<file path="config.mk">
export PLATFORM = sky130hd
export DESIGN_NAME = router_sync_multi_flat
export DESIGN_NICKNAME = d
export VERILOG_FILES = /design/src/rtl/router_sync_multi_if.sv /design/src/rtl/router_sync_multi.sv /design/src/flat_wrapper.sv
export SDC_FILE = /design/constraint.sdc
export NUM_CORES = 1
export LEC_CHECK = 0
export CAP_MARGIN = 30
export CORE_ASPECT_RATIO = 1.75
export CORE_MARGIN = 1.5
export CORE_UTILIZATION = 40
export CTS_BUF_LIST = sky130_fd_sc_hd__clkbuf_4 sky130_fd_sc_hd__clkbuf_8 sky130_fd_sc_hd__clkbuf_16
export DETAILED_ROUTE_END_ITERATION = 10
export GPL_TIMING_DRIVEN = 0
export PLACE_DENSITY = 0.71
export SLEW_MARGIN = 20
export SYNTH_ARGS = -nofsm -noshare
export SYNTH_HDL_FRONTEND = slang
export SYNTH_SLANG_ARGS = --single-unit
</file>
<file path="constraint.sdc">
create_clock -name clk -period 0.9 [get_ports clk]
set_input_delay 0.09 -clock clk [delete_from_list [all_inputs] [get_ports clk]]
set_output_delay 0.09 -clock clk [all_outputs]
set_load 0.01 [all_outputs]
</file>
<file path="src/rtl/router_sync_multi_if.sv">
// Bundle between the router FSM, the output FIFOs, the destinations and the
// write-side synchronizer. master = FSM/FIFO/destination side, slave = sync.
// Optional macro ROUTER_SYNC_SR_COUNT_EN adds the sr_count soft-reset counters.
interface router_sync_multi_if #(
    parameter int NUM_CH = 3,
    parameter int ADDR_W = 2
);
    logic              det_addr;
    logic [ADDR_W-1:0] din;
    logic              wr_en_reg;
    logic [NUM_CH-1:0] fifo_full_in;
    logic [NUM_CH-1:0] fifo_empty;
    logic [NUM_CH-1:0] read_en;
    logic [NUM_CH-1:0] wr_en;
    logic              fifo_full;
    logic [NUM_CH-1:0] valid_out;
    logic [NUM_CH-1:0] soft_rst;
    logic              addr_err;
`ifdef ROUTER_SYNC_SR_COUNT_EN
    logic [NUM_CH*4-1:0] sr_count;

    modport master (
        output det_addr, din, wr_en_reg, fifo_full_in, fifo_empty, read_en,
        input  wr_en, fifo_full, valid_out, soft_rst, addr_err, sr_count
    );
    modport slave (
        input  det_addr, din, wr_en_reg, fifo_full_in, fifo_empty, read_en,
        output wr_en, fifo_full, valid_out, soft_rst, addr_err, sr_count
    );
`else
    modport master (
        output det_addr, din, wr_en_reg, fifo_full_in, fifo_empty, read_en,
        input  wr_en, fifo_full, valid_out, soft_rst, addr_err
    );
    modport slave (
        input  det_addr, din, wr_en_reg, fifo_full_in, fifo_empty, read_en,
        output wr_en, fifo_full, valid_out, soft_rst, addr_err
    );
`endif
endinterface

</file>
<file path="src/rtl/router_sync_multi.sv">
// Router write-side synchronizer for NUM_CH output FIFOs: latches the header
// address, steers one-hot write enables, returns the addressed FIFO's full
// flag and soft-resets any FIFO left valid but unread for TIMEOUT cycles.
// Optional macro ROUTER_SYNC_SR_COUNT_EN adds per-channel saturating
// soft-reset pulse counters on bus.sr_count.

// One channel's read-timeout watchdog.
module router_sync_multi_ch #(
    parameter int TIMEOUT = 30
) (
    input  logic       clk,
    input  logic       rst,
    input  logic       vld,
    input  logic       rd,
`ifdef ROUTER_SYNC_SR_COUNT_EN
    output logic [3:0] sr_cnt,
`endif
    output logic       soft_rst
);
    localparam int TW = (TIMEOUT > 1) ? $clog2(TIMEOUT) : 1;
    localparam logic [TW-1:0] TMAX = TW'(TIMEOUT - 1);

    logic [TW-1:0] timer;

    // Count unread-valid cycles; any read or empty FIFO restarts the window.
    always_ff @(posedge clk) begin
        if (!rst) begin
            timer    <= '0;
            soft_rst <= 1'b0;
        end else if (vld && !rd) begin
            if (timer == TMAX) begin
                timer    <= '0;
                soft_rst <= 1'b1;
            end else begin
                timer    <= timer + TW'(1);
                soft_rst <= 1'b0;
            end
        end else begin
            timer    <= '0;
            soft_rst <= 1'b0;
        end
    end

`ifdef ROUTER_SYNC_SR_COUNT_EN
    // Saturating tally of soft-reset pulses, bumped on the edge after each.
    always_ff @(posedge clk) begin
        if (!rst)
            sr_cnt <= 4'd0;
        else if (soft_rst && sr_cnt != 4'd15)
            sr_cnt <= sr_cnt + 4'd1;
    end
`endif
endmodule

module router_sync_multi #(
    parameter int NUM_CH  = 3,
    parameter int ADDR_W  = 2,
    parameter int TIMEOUT = 30
) (
    input  logic                 clk,
    input  logic                 rst,
    router_sync_multi_if.slave   bus
);
    logic [ADDR_W-1:0] addr_q;
    logic              addr_vld_q;
    logic              addr_err_q;
    logic [NUM_CH-1:0] vld;
    logic [NUM_CH-1:0] wr;
    logic              full;
    logic [NUM_CH-1:0] srst;

    // Header address latch; an out-of-range address disables steering and
    // raises a one-cycle error pulse.
    always_ff @(posedge clk) begin
        if (!rst) begin
            addr_q     <= '0;
            addr_vld_q <= 1'b0;
            addr_err_q <= 1'b0;
        end else if (bus.det_addr) begin
            addr_q     <= bus.din;
            addr_vld_q <= 32'(bus.din) <  NUM_CH;
            addr_err_q <= 32'(bus.din) >= NUM_CH;
        end else begin
            addr_err_q <= 1'b0;
        end
    end

    // Steer the write request and select the full flag of the latched channel.
    always_comb begin
        wr   = '0;
        full = 1'b0;
        for (int i = 0; i < NUM_CH; i++) begin
            if (addr_vld_q && addr_q == ADDR_W'(i)) begin
                wr[i] = bus.wr_en_reg;
                full  = bus.fifo_full_in[i];
            end
        end
    end

    assign vld           = ~bus.fifo_empty;
    assign bus.valid_out = vld;
    assign bus.wr_en     = wr;
    assign bus.fifo_full = full;
    assign bus.addr_err  = addr_err_q;
    assign bus.soft_rst  = srst;

    for (genvar g = 0; g < NUM_CH; g++) begin : g_ch
        router_sync_multi_ch #(.TIMEOUT(TIMEOUT)) u_ch (
            .clk      (clk),
            .rst      (rst),
            .vld      (vld[g]),
            .rd       (bus.read_en[g]),
`ifdef ROUTER_SYNC_SR_COUNT_EN
            .sr_cnt   (bus.sr_count[g*4 +: 4]),
`endif
            .soft_rst (srst[g])
        );
    end
endmodule
</file>
<file path="src/flat_wrapper.sv">
// flat-port wrapper written by rule: the top's interface ports become plain ports
module router_sync_multi_flat 
#(
    parameter int NUM_CH  = 3,
    parameter int ADDR_W  = 2,
    parameter int TIMEOUT = 30
)
  (clk, rst, bus_det_addr, bus_din, bus_wr_en_reg, bus_fifo_full_in, bus_fifo_empty, bus_read_en, bus_wr_en, bus_fifo_full, bus_valid_out, bus_soft_rst, bus_addr_err);
  router_sync_multi_if #(.NUM_CH(NUM_CH), .ADDR_W(ADDR_W)) bus_i ();
  input  logic clk;
  input  logic rst;
  input wire logic [$bits(bus_i.det_addr)-1:0] bus_det_addr;
  input wire logic [$bits(bus_i.din)-1:0] bus_din;
  input wire logic [$bits(bus_i.wr_en_reg)-1:0] bus_wr_en_reg;
  input wire logic [$bits(bus_i.fifo_full_in)-1:0] bus_fifo_full_in;
  input wire logic [$bits(bus_i.fifo_empty)-1:0] bus_fifo_empty;
  input wire logic [$bits(bus_i.read_en)-1:0] bus_read_en;
  output wire logic [$bits(bus_i.wr_en)-1:0] bus_wr_en;
  output wire logic [$bits(bus_i.fifo_full)-1:0] bus_fifo_full;
  output wire logic [$bits(bus_i.valid_out)-1:0] bus_valid_out;
  output wire logic [$bits(bus_i.soft_rst)-1:0] bus_soft_rst;
  output wire logic [$bits(bus_i.addr_err)-1:0] bus_addr_err;
  assign bus_i.det_addr = bus_det_addr;
  assign bus_i.din = bus_din;
  assign bus_i.wr_en_reg = bus_wr_en_reg;
  assign bus_i.fifo_full_in = bus_fifo_full_in;
  assign bus_i.fifo_empty = bus_fifo_empty;
  assign bus_i.read_en = bus_read_en;
  assign bus_wr_en = bus_i.wr_en;
  assign bus_fifo_full = bus_i.fifo_full;
  assign bus_valid_out = bus_i.valid_out;
  assign bus_soft_rst = bus_i.soft_rst;
  assign bus_addr_err = bus_i.addr_err;
  router_sync_multi #(.NUM_CH(NUM_CH), .ADDR_W(ADDR_W), .TIMEOUT(TIMEOUT)) u_core (.clk(clk), .rst(rst), .bus(bus_i));
endmodule
</file>
# --- Word level (Yosys, flattened, before mapping) ---
# Index checks and enable logic that the tools add are counted.
totals:
  word_cells: 50
  reg_bits: 22
  romBits: 0
  output_inout_bits: 11
  n_memories: 0
  latchBits: 0
  mem_bits_rw: 0
op_classes:
  muxes: 9
  div: 0
  multipliers: 0
  n_shift: 0
  add_sub_neg: 3
  order_cmp: 2
  reduce_logical: 17
  n_eq_ne: 5
  bitwise_logic: 5
op_table:
  columns: ["cell", "n"]
  rows:
  - ["5-bit by 1-bit adder with 5-bit output, second input constant", 3]
  - ["5-bit == test, second input constant", 3]
  - ["1-bit two-way mux", 9]
  - ["3-bit OR reduction", 3]
  - ["2-bit AND reduction", 4]
  - ["1-bit logical AND", 6]
  - ["1-bit NOT", 4]
  - ["1-bit logical NOT", 3]
  - ["3-bit NOT", 1]
  - ["2-bit by 1-bit == test with 1-bit output, second input constant", 1]
  - ["2-bit == test, second input constant", 1]
  - ["2-bit greater-or-equal comparator, second input constant", 1]
  - ["2-bit logical NOT", 1]
  - ["2-bit < comparator, second input constant", 1]

# --- Logic depth before layout (Yosys ltp) ---
# Gate-level depths: netlist (run 1).
depth:
  word_depth: 5
  mapped_depth: 5

# --- Cells and area by module ---
# Synthesis (run 1) repeated with hierarchy kept, for this count alone.
hier_totals:
  hier_cells: 92
  hier_area_um2: 894.6
by_module_without_submodules:
  columns: ["module", "n_inst", "seq_area_each_um2", "cells_per_inst", "area_per_inst_um2"]
  rows:
  - ["router_sync_multi_ch", 3, 120.1, 23, 230.2]
  - ["router_sync_multi", 1, 80.1, 23, 203.9]

# --- Worst setup path after synthesis (run 1) ---
# OpenSTA, ideal clock, no wires.
synth_timing:
  kind: "register to register"
  startpoint: "register u_core.g_ch[2].u_ch.timer[0]"
  endpoint: "register u_core.g_ch[2].u_ch.timer[2]"
  path_buffers: 0
  synth_period_minus_slack_ns: 0.935
  stages_incl_launch_ff: 5
  t_arrival_ns: 0.816
  required_time_ns: 0.781
  slack_ns: -0.035
  path_cell_list: "dfxtp_1 -> ha_1 -> nand4_1 -> nand3_1 -> nor2_1"
synth_via:
  elab_chain_len: 2
synth_lines:
  columns: ["item", "line", "rtl"]
  rows:
  - ["start: declaration", "router_sync_multi.sv:23", "logic [TW-1:0] timer;"]
  - ["start signal: assignment", "router_sync_multi.sv:35", "timer <= timer + TW'(1);"]
  - ["branches (longest 2 deep; another with 5-bit by 1-bit adder with 5-bit output)", null, null]
# Several ways; the timed one is not identified.
# A chain may end at the register's enable or synchronous reset.

# --- Final worst setup path (run 1) ---
layout_timing:
  startpoint: "register u_core.addr_q[1]"
  endpoint: "output port bus_fifo_full"
layout_via:
  elab_chain_len: 5
layout_lines:
  columns: ["item", "line", "rtl"]
  rows:
  - ["start: declaration", "router_sync_multi.sv:64", "logic [ADDR_W-1:0] addr_q;"]
  - ["start signal: assignment", "router_sync_multi.sv:80", "addr_q <= bus.din;"]
  - ["2-bit logical NOT", "router_sync_multi.sv:93", "if (addr_vld_q && addr_q == ADDR_W'(i)) begin"]
  - ["1-bit logical AND", "router_sync_multi.sv:93", null]
  - ["1-bit two-way mux (2 in a row)", "router_sync_multi.sv:93", null]
  - ["1-bit two-way mux *", "router_sync_multi.sv:93", null]
  - ["end: declaration", "flat_wrapper.sv:19", "output wire logic [$bits(bus_i.fifo_full)-1:0] bus_fifo_full;"]
# Mark *: on every way between the ends. The rest lies on a longest branch, timed or not.

==> flow_summary.toml, run 1 <==
[power]
switching_share_pct = 22.0
p_comb_share_pct = 10.7
p_leak_uw = 0.000522
finalPower_uw = 1710
power.density_nw_per_um2 = 1270
seqPwrFrac_pct = 58.5
ir_worst_vdd_uv = 861
power.switching_uw = 378
power_frac_clock_pct = 30.8
internal-power_uw = 1340

[route]
drtIter0Drc = 12
routed_wl_um = 1770
ant_nets = 0
via_count = 758
drt_pre_antenna_iters = 4
route.detailed.drc = 0
via_per_inst = 4.89
wl_per_cell_um = 11.4

[place]
io_buffer_count = 24
globalplace.congestion = 0.616
hpwl_um = 1240

[critical_path]
cp_max_fo = 3
end_kind = "output port"
cp-start-kind = "flop"
reg2regPathDepth = 5
crit_type = "flop to output port"
crit_arrival_ns = 1.19
required_ns = 0.81

[logic_synthesis]
synth-main-ff-cell = "dfxtp_1"
syn_inst = 101
synth_nets = 122
yosysTopAreaCellShare_pct = 47.6
ys_async_sr_fraction_pct = 0
synth_area_leaders = "dfxtp_1 48%, nor2_1 8.5%, ha_1 8.1%, xor2_1 5.7%, nand3_1 4.9%"
yosysWarnings = 0
yosysTopAreaCell = "dfxtp_1"
synth_seq_cells = 22
yosys.cell_types.count = 21
synth-edff-count = 0
synth_seq_area_share_pct = 47.6
syn-cell-area_um2 = 926
syn_area_per_cell_um2 = 9.17

[timing]
fin_crit_sh_pct = 143
tns_ns = -2.24
hold_violations = 0
holdWs_ns = 0.0915
fin_skew_ns = 0.000582
final-setup-viol-count = 21
slew_violations = 0
rsz0062_at_grt = "yes"
timing.slew.headroom_pct = 87.0
fmaxAchievable_mhz = 779
worstMarginPinSlew_ns = 0.194
period_needed_ns = 1.28
setup_ws_ns = -0.384

[run_status]
violations = "negative setup slack"
outcome = "complete, but fails checks"

[die]
core-area_um2 = 2150
start_util_pct = 43.1
die_h_um = 66.6
io_pins = 26
rows = 22
die_area_um2 = 2620
die_w_um = 39.4

[clock_tree]
clock_sinks = 22
cts_tree = "built"
cts_root_buffer = "clkbuf_4"
clk_path_buf_depth = 2
clk_latency_ns = 0.31
cts_buffers = 3
clk_pin_slew_worst_paths_ns = 0.11
cts_max_level = 1

[global_routing]
grt_pass1_wl_um = 3020
antenna_found_initial = 0
grt_overflow_total = 0
grt_pass1_vias = 764
grt_usage_pct = 16.9
grt_max_degree = 13

[layout]
nets = 153
fill_cells = 202
final_layout_size_suffix_gt1_share_pct = 41.2
diodes = 0
area_delta_synth_final_pct = 46.1

[hold_path]
hp-class = "input pin to flop"
hold_depth = 3

[flow_run]
maxCapViolCount = 0
logic make-up after synthesis:
kind of cell / synth area share, %
adder cells (fa/ha/maj): 8.11
flip-flops: 47.6
AO/OA/AOI/OAI: 1.76
XOR/XNOR: 8.51
buffers and inverters: 7.84
AND/OR/NAND/NOR: 23.0
multiplexers: 3.24
worst paths after layout:
path,from,end,slack (ns)
max reg2reg,u_core.g_ch[0].u_ch.timer[1],u_core.g_ch[0].u_ch.timer[2],-0.08
max,u_core.addr_q[1],bus_fifo_full,-0.38
min reg2reg,u_core.g_ch[0].u_ch.timer[0],u_core.g_ch[0].u_ch.timer[0],0.48
min,rst,u_core.g_ch[0].u_ch.soft_rst,0.09
power groups by stage:
stage               registers, uW  logic, uW  clock network, uW
finish                       1000        184                528
global route                 1010        207                601
floorplan                    1030       76.0                  0
CTS                          1000        182                567
detailed placement           1030        178                  0
global placement             1030        174                  0
cells in the mapped netlist, types with 2 or more instances:
cell type,count
buf_4,6
dfxtp_1,22
ha_1,6
inv_1,6
mux2i_1,3
nand2_1,4
nand3_1,9
nand4_1,3
nor2_1,21
nor2b_1,2
nor3b_1,2
xnor2_1,3
xor2_1,6
timing repair:
item,in CTS,in global routing
endpoints found under the setup margin,26,23
setup buffers,5,0
hold buffers,0,0
gates resized for setup,77,8
pin swaps,17,3
layer usage:
| layer | GRT usage, % | vias up | part of all wire [%] |
|---|---|---|---|
| li1 | - | 386 | - |
| met1 | 16.8 | 346 | 40 |
| met2 | 29.2 | 21 | 52 |
| met3 | 2.33 | 5 | 4.4 |
| met4 | 12.9 | 0 | 3.6 |
| met5 | 0 | - | 0 |
cell usage in the layout (no fill, tap or decap), types with 4 or more instances in the layout:
cell type / Yosys / final
nor2_1: 21 / 18
dfxtp_1: 22 / 11
clkdlybuf4s50_1: 0 / 10
buf_2: 1 / 8
buf_4: 6 / 8
xor2_1: 6 / 6
dfxtp_4: 0 / 6
nand3_1: 9 / 5
ha_4: 0 / 5
dfxtp_2: 0 / 5
nand2_1: 4 / 4
nand3_2: 0 / 4
buf_6: 0 / 4
worst max-delay path: stages, from the launching register on:
cell,delay (ns)
dfxtp_4,0.37
mux2i_1,0.19
o21ai_1,0.07
and2_1,0.13
buf_2,0.13
metrics by stage:
stage / cells / setup slack (ns) / cell area (um^2) / util, %
after floorplan: 101 / 0.00116 / 950 / -
after global placement: 149 / -0.565 / 1220 / 56.8
after detailed placement: 149 / -0.587 / 1220 / 56.8
after CTS: 155 / -0.424 / 1330 / 61.8
after global routing: 155 / -0.449 / 1350 / 63.0
final: 155 / -0.384 / 1350 / 63.0
state kept, by name, summed over array words and instances (netlist names):
name	count
u_core.g_ch.u_ch.timer	15
u_core.addr_q	2
u_core.g_ch.u_ch.soft_rst	3
u_core.addr_vld_q	1
u_core.bus.addr_err	1
cell type report:
class / count / area (um^2) / area share (%)
plain buffers: 4 / 27.5 / 2.04
multi-input cells: 66 / 520 / 38.5
well taps: 24 / 30.0 / 2.22
inverters: 6 / 25.0 / 1.85
clock buffers: 4 / 36.3 / 2.68
flip-flops and latches: 22 / 469 / 34.7
repair buffers: 29 / 244 / 18.0
(Power assumes the default switching activity.)
==> inputs of run 2 (changes only) <==
--- a/config.mk
+++ b/config.mk
@@ -6,13 +6,13 @@
 export NUM_CORES = 1
 export LEC_CHECK = 0
 export CAP_MARGIN = 30
-export CORE_ASPECT_RATIO = 1.75
 export CORE_MARGIN = 1.5
 export CORE_UTILIZATION = 40
 export CTS_BUF_LIST = sky130_fd_sc_hd__clkbuf_4 sky130_fd_sc_hd__clkbuf_8 sky130_fd_sc_hd__clkbuf_16
 export DETAILED_ROUTE_END_ITERATION = 10
 export GPL_TIMING_DRIVEN = 0
 export PLACE_DENSITY = 0.71
+export REMOVE_ABC_BUFFERS = 1
 export SLEW_MARGIN = 20
 export SYNTH_ARGS = -nofsm -noshare
 export SYNTH_HDL_FRONTEND = slang
==> run 2 against run 1 <==
Against the previous run: the flow still finishes with violations (negative setup slack); critical path depth did not move; flip-flop and latch count did not move; clock skew rose by 0.0020 ns; maximum frequency rose by 1.6%; setup slack improved by 0.020 ns; non-clock buffer count fell by 4; clock power fell by 2%; cell area fell by 5.6%; final cell count did not move; global-route usage fell by 3.3 points; via count fell by 5.3%; sequential power barely moved; highest routed layer unchanged.
==> flow_summary.toml, run 2 (synthesized netlist as in run 1, its figures left out) <==
[run_status]
outcome = "complete, but fails checks"
violations = "negative setup slack"

[layout]
max_flop_register = "u_core.g_ch.u_ch.timer"
fin_area_um2 = 1280
area_delta_synth_final_pct = 37.8
diodes = 0
reg_top3 = "u_core.g_ch.u_ch.timer (15), u_core.g_ch.u_ch.soft_rst (3), u_core.addr_q (2)"
most-common-layout-cells = "17 x nor2_1, 13 x clkdlybuf4s50_1, 13 x dfxtp_1, 11 x buf_2"
layout_commonest_cell = "nor2_1"
largest_reg_flops = 15
nets = 149
final_layout_size_suffix_gt1_share_pct = 36.2

[critical_path]
critical_path.n_buffers_inverters = 1
reg2regPathDepth = 4
required_ns = 0.81
cp_slowest_stage_delay_ns = 0.38
crit_path_cell_trace = "mux2i_1 -> o21ai_1 -> and2_1 -> buf_2"
cp_max_fo = 4
cp.depth = 4
end_kind = "output port"
crit_type = "flop to output port"
critPathLaunch = "u_core.addr_q[1]"
crit_arrival_ns = 1.17
slowest_stage = "dfxtp_4"
reg2reg_from = "u_core.g_ch[2].u_ch.timer[0]"
crit_family = "flip-flops"
r2r_end = "u_core.g_ch[2].u_ch.timer[4]"
cp-start-kind = "flop"
r2r_slack_ns = -0.09
endpoint = "bus_fifo_full"

[power]
power.density_nw_per_um2 = 1330
ir_worst_vdd_uv = 1130
finalPower_uw = 1690
p_leak_uw = 0.000503

[place]
globalplace.congestion = 0.739
io_buffer_count = 25
post-place-ws_ns = -0.579
place_area_um2 = 1160
hpwl_um = 1120

[clock_tree]
clock_sinks = 22
clk_latency_ns = 0.29
clk_path_buf_depth = 2
cts_tree = "built"
cts_max_level = 1
clk_pin_slew_worst_paths_ns = 0.11
hold_buffers = 0
cts_root_buffer = "clkbuf_4"
cts_buffers = 3

[timing]
worstMarginPinSlew_ns = 0.390
hold_violations = 0
period_needed_ns = 1.26
slew_violations = 0
fmaxAchievable_mhz = 791
rsz0062_at_grt = "yes"
final-setup-viol-count = 20
tns_ns = -2.30
setup_ws_ns = -0.364
holdWs_ns = 0.212
fin_skew_ns = 0.00261
fin_crit_sh_pct = 140
timing.slew.headroom_pct = 74.0

[route]
wl_per_cell_um = 10.7
routed_wl_um = 1650
drt_pre_antenna_iters = 2
via_count = 718
route.detailed.drc = 0
via_per_inst = 4.63
drtIter0Drc = 1
ant_nets = 0

[global_routing]
grt_use_met1_pct = 14.0
top_usage_layer = "met2"
grtUsageMet2_pct = 25.5
met3_usage_pct = 4.68
grt_pass1_vias = 665
grt_max_degree = 13
grt_usage_pct = 13.6
grt_pass1_wl_um = 2670
antenna_found_initial = 0
grt_overflow_total = 0

[die]
io_pins = 26
core-area_um2 = 2190
die_area_um2 = 2610
die_w_um = 51.1
start_util_pct = 42.3
rows = 17
die_h_um = 51.1

[hold_path]
hp-class = "input pin to flop"

[flow_run]
maxCapViolCount = 0
run 2: area by class of cell:
cell class	instances	area, um^2
Clock buffer	4	36.3
Fill cell	200	915
Inverter	6	22.5
Multi-Input combinational cell	66	493
Sequential cell	22	462
Tap cell	28	35.0
Timing Repair Buffer	29	228
run 2: worst min path at each step:
stage,startpoint,to,slack (ns),cells past startpoint
floorplan,bus_din[0],u_core.addr_vld_q,0.19,1
global placement,u_core.g_ch[1].u_ch.timer[0],u_core.g_ch[1].u_ch.timer[0],0.45,1
detailed placement,u_core.g_ch[2].u_ch.timer[0],u_core.g_ch[2].u_ch.timer[0],0.46,1
CTS,bus_din[0],u_core.addr_vld_q,0.41,2
global route,rst,u_core.g_ch[1].u_ch.soft_rst,0.21,3
finish,rst,u_core.g_ch[1].u_ch.soft_rst,0.21,3
run 2: worst min-delay path, stage by stage:
cell,delay [ns]
dlymetal6s2s_1,0.24
nand2_1,0.10
nor2_1,0.03
run 2: per-stage QoR:
| step | utilization [%] | std cells |
|---|---|---|
| after floorplan | - | 94 |
| after global placement | 53.0 | 147 |
| after detailed placement | 53.0 | 147 |
| after CTS | 57.2 | 154 |
| after global routing | 58.3 | 155 |
| final | 58.3 | 155 |
run 2: routing by layer:
metal	share of wire, %	vias up
met5	0	-
met4	0.97	0
met3	7.1	2
met2	48	20
met1	44	320
li1	-	376
run 2: report_power, final:
part	switching [uW]	internal (uW)	leakage, uW	total (uW)
Sequential	19.6	986	0.000183	1010
Clock	269	246	0.0000210	515
Combinational	69.6	103	0.000299	173
Total	358	1340	0.000503	1690
run 2: timing repair:
item / CTS / global route
pin swaps: 12 / 3
setup buffers: 3 / 1
resized for setup: 72 / 7
endpoints found under the setup margin: 26 / 21
==> inputs of run 3 (changes only) <==
--- a/config.mk
+++ b/config.mk
@@ -7,11 +7,10 @@
 export LEC_CHECK = 0
 export CAP_MARGIN = 30
 export CORE_MARGIN = 1.5
-export CORE_UTILIZATION = 40
-export CTS_BUF_LIST = sky130_fd_sc_hd__clkbuf_4 sky130_fd_sc_hd__clkbuf_8 sky130_fd_sc_hd__clkbuf_16
+export CORE_UTILIZATION = 35
+export CTS_BUF_LIST = sky130_fd_sc_hd__clkbuf_8
 export DETAILED_ROUTE_END_ITERATION = 10
 export GPL_TIMING_DRIVEN = 0
-export PLACE_DENSITY = 0.71
 export REMOVE_ABC_BUFFERS = 1
 export SLEW_MARGIN = 20
 export SYNTH_ARGS = -nofsm -noshare
==> run 3 against run 2 <==
Against the previous run: the run still ends with negative setup slack left; critical endpoint unchanged; worst hold slack better by 0.18 ns; cell area is 3.5% higher; global-route usage shrank 1.9 points; via count grew 1.1%.
==> flow_summary.toml, run 3 (synthesized netlist as in run 1, its figures left out) <==
[run_status]
outcome = "complete, but fails checks"
violations = "negative setup slack"

[route]
wl_per_cell_um = 11.6
drtIter0Drc = 3
route.detailed.drc = 0
drt_pre_antenna_iters = 2
ant_nets = 0
via_per_inst = 4.59
routed_wl_um = 1830
via_count = 726

[timing]
hold_violations = 0
slew_violations = 0
fin_crit_sh_pct = 135
timing.slew.headroom_pct = 73.2
fmaxAchievable_mhz = 823
fin_skew_ns = 0.00119
period_needed_ns = 1.21
final-setup-viol-count = 20
rsz0062_at_grt = "yes"
setup_ws_ns = -0.314
worstMarginPinSlew_ns = 0.402

[die]
die_area_um2 = 2960
io_pins = 26
rows = 18
die_h_um = 54.4
start_util_pct = 37.0
die_w_um = 54.4
core-area_um2 = 2500

[place]
post-place-ws_ns = -0.598
globalplace.congestion = 0.710
io_buffer_count = 25
place_area_um2 = 1160
hpwl_um = 1170

[clock_tree]
clk_latency_ns = 0.25
cts_tree = "built"
cts_max_level = 1
clock_sinks = 22
cts_buffers = 3
clk_pin_slew_worst_paths_ns = 0.08
clk_path_buf_depth = 2
hold_buffers = 0
cts_root_buffer = "clkbuf_8"

[layout]
final_layout_size_suffix_gt1_share_pct = 38.3
most-common-layout-cells = "16 x nor2_1, 13 x clkdlybuf4s50_1, 13 x dfxtp_1, 7 x buf_2"
largest_reg_flops = 15
max_flop_register = "u_core.g_ch.u_ch.timer"
area_delta_synth_final_pct = 42.7
layout_commonest_cell = "nor2_1"
fill_cells = 235
utilization_pct = 52.9
seq_area_um2 = 464
reg_top3 = "u_core.g_ch.u_ch.timer (15), u_core.g_ch.u_ch.soft_rst (3), u_core.addr_q (2)"
fin_area_um2 = 1320
diodes = 0
nets = 150
multi_input_area_um2 = 508

[hold_path]
hold_end = "u_core.g_ch[0].u_ch.soft_rst"
hold_depth = 3
hp-start = "rst"
hp-class = "input pin to flop"

[global_routing]
grt_overflow_total = 0
grt_pass1_wl_um = 2520
grt_max_degree = 13
grt_usage_pct = 11.7
grt_pass1_vias = 614
antenna_found_initial = 0

[critical_path]
crit_type = "flop to output port"
cp_max_fo = 5
cp-start-kind = "flop"
r2r_end = "u_core.g_ch[2].u_ch.timer[4]"
slowest_stage = "dfxtp_4"
r2r_slack_ns = -0.12
required_ns = 0.81
crit_arrival_ns = 1.12
crit_path_cell_trace = "mux2i_1 -> o21ai_1 -> and2_1 -> buf_2"
crit_family = "flip-flops"
cp_slowest_stage_delay_ns = 0.37
cp.depth = 4
reg2reg_from = "u_core.g_ch[2].u_ch.timer[1]"
reg2regPathDepth = 5
critical_path.n_buffers_inverters = 1
end_kind = "output port"

[power]
power.density_nw_per_um2 = 1410
ir_worst_vdd_uv = 715
p_leak_uw = 0.000504

[flow_run]
maxCapViolCount = 0
run 3: cell types whose count changed in the layout (fill, tap and decap cells not counted), moves of 3 or more:
cell | before | now
clkbuf_4 | 3 | 0
buf_2 | 11 | 7
clkbuf_2 | 0 | 4
clkbuf_8 | 1 | 4
run 3: metrics by stage:
step | hold slack, ns | power [uW] | instances | TNS [ns]
after floorplan | 0.190 | 1080 | 94 | -0.270
after global placement | 0.448 | 1190 | 149 | -8.48
after detailed placement | 0.463 | 1200 | 149 | -8.93
after CTS | 0.384 | 1880 | 157 | -1.70
after global routing | 0.401 | 1940 | 158 | -3.50
final | 0.396 | 1860 | 158 | -2.33
run 3: timing repair:
item / 4_1_cts / 5_1_grt
setup buffers: 4 / 1
pin swaps: 17 / 4
resized for setup: 69 / 11
endpoints found under the hold margin: 0 / 0
setup endpoints to repair: 26 / 26
run 3: routing by layer:
metal / up-vias / global-route usage (%) / part of all wire [%]
li1: 376 / - / -
met1: 329 / 12.9 / 43
met2: 19 / 21.3 / 49
met3: 2 / 3.55 / 7.0
met4: 0 / 3.75 / 0.66
met5: - / 0 / 0
run 3: tightest hold or removal path: stages:
cell	delay, ns
dlygate4sd2_1	0.37
nand2_1	0.11
nor2_1	0.04
run 3: area by class of cell:
| class | instances | share of cell area (%) |
|---|---|---|
| clock buffers | 4 | 4.17 |
| inverters | 6 | 1.89 |
| flip-flops and latches | 22 | 35.1 |
| repair buffers | 30 | 17.5 |
| well taps | 30 | 2.84 |
| multi-input cells | 66 | 38.4 |
run 3: worst max-delay path by stage:
stage                                  from                      endpoint
3_3_place_gp                  bus_wr_en_reg                  bus_wr_en[2]
2_1_floorplan  u_core.g_ch[2].u_ch.timer[0]  u_core.g_ch[2].u_ch.timer[2]
5_1_grt                    u_core.addr_q[1]                 bus_fifo_full
6_report                   u_core.addr_q[1]                 bus_fifo_full
4_1_cts                    u_core.addr_q[1]                 bus_fifo_full
3_5_place_dp                  bus_wr_en_reg                  bus_wr_en[2]
run 3: report_power, final:
group	internal, uW	total, uW	switching [uW]
registers	983	1010	23.1
logic	103	175	72.2
clock network	388	678	289
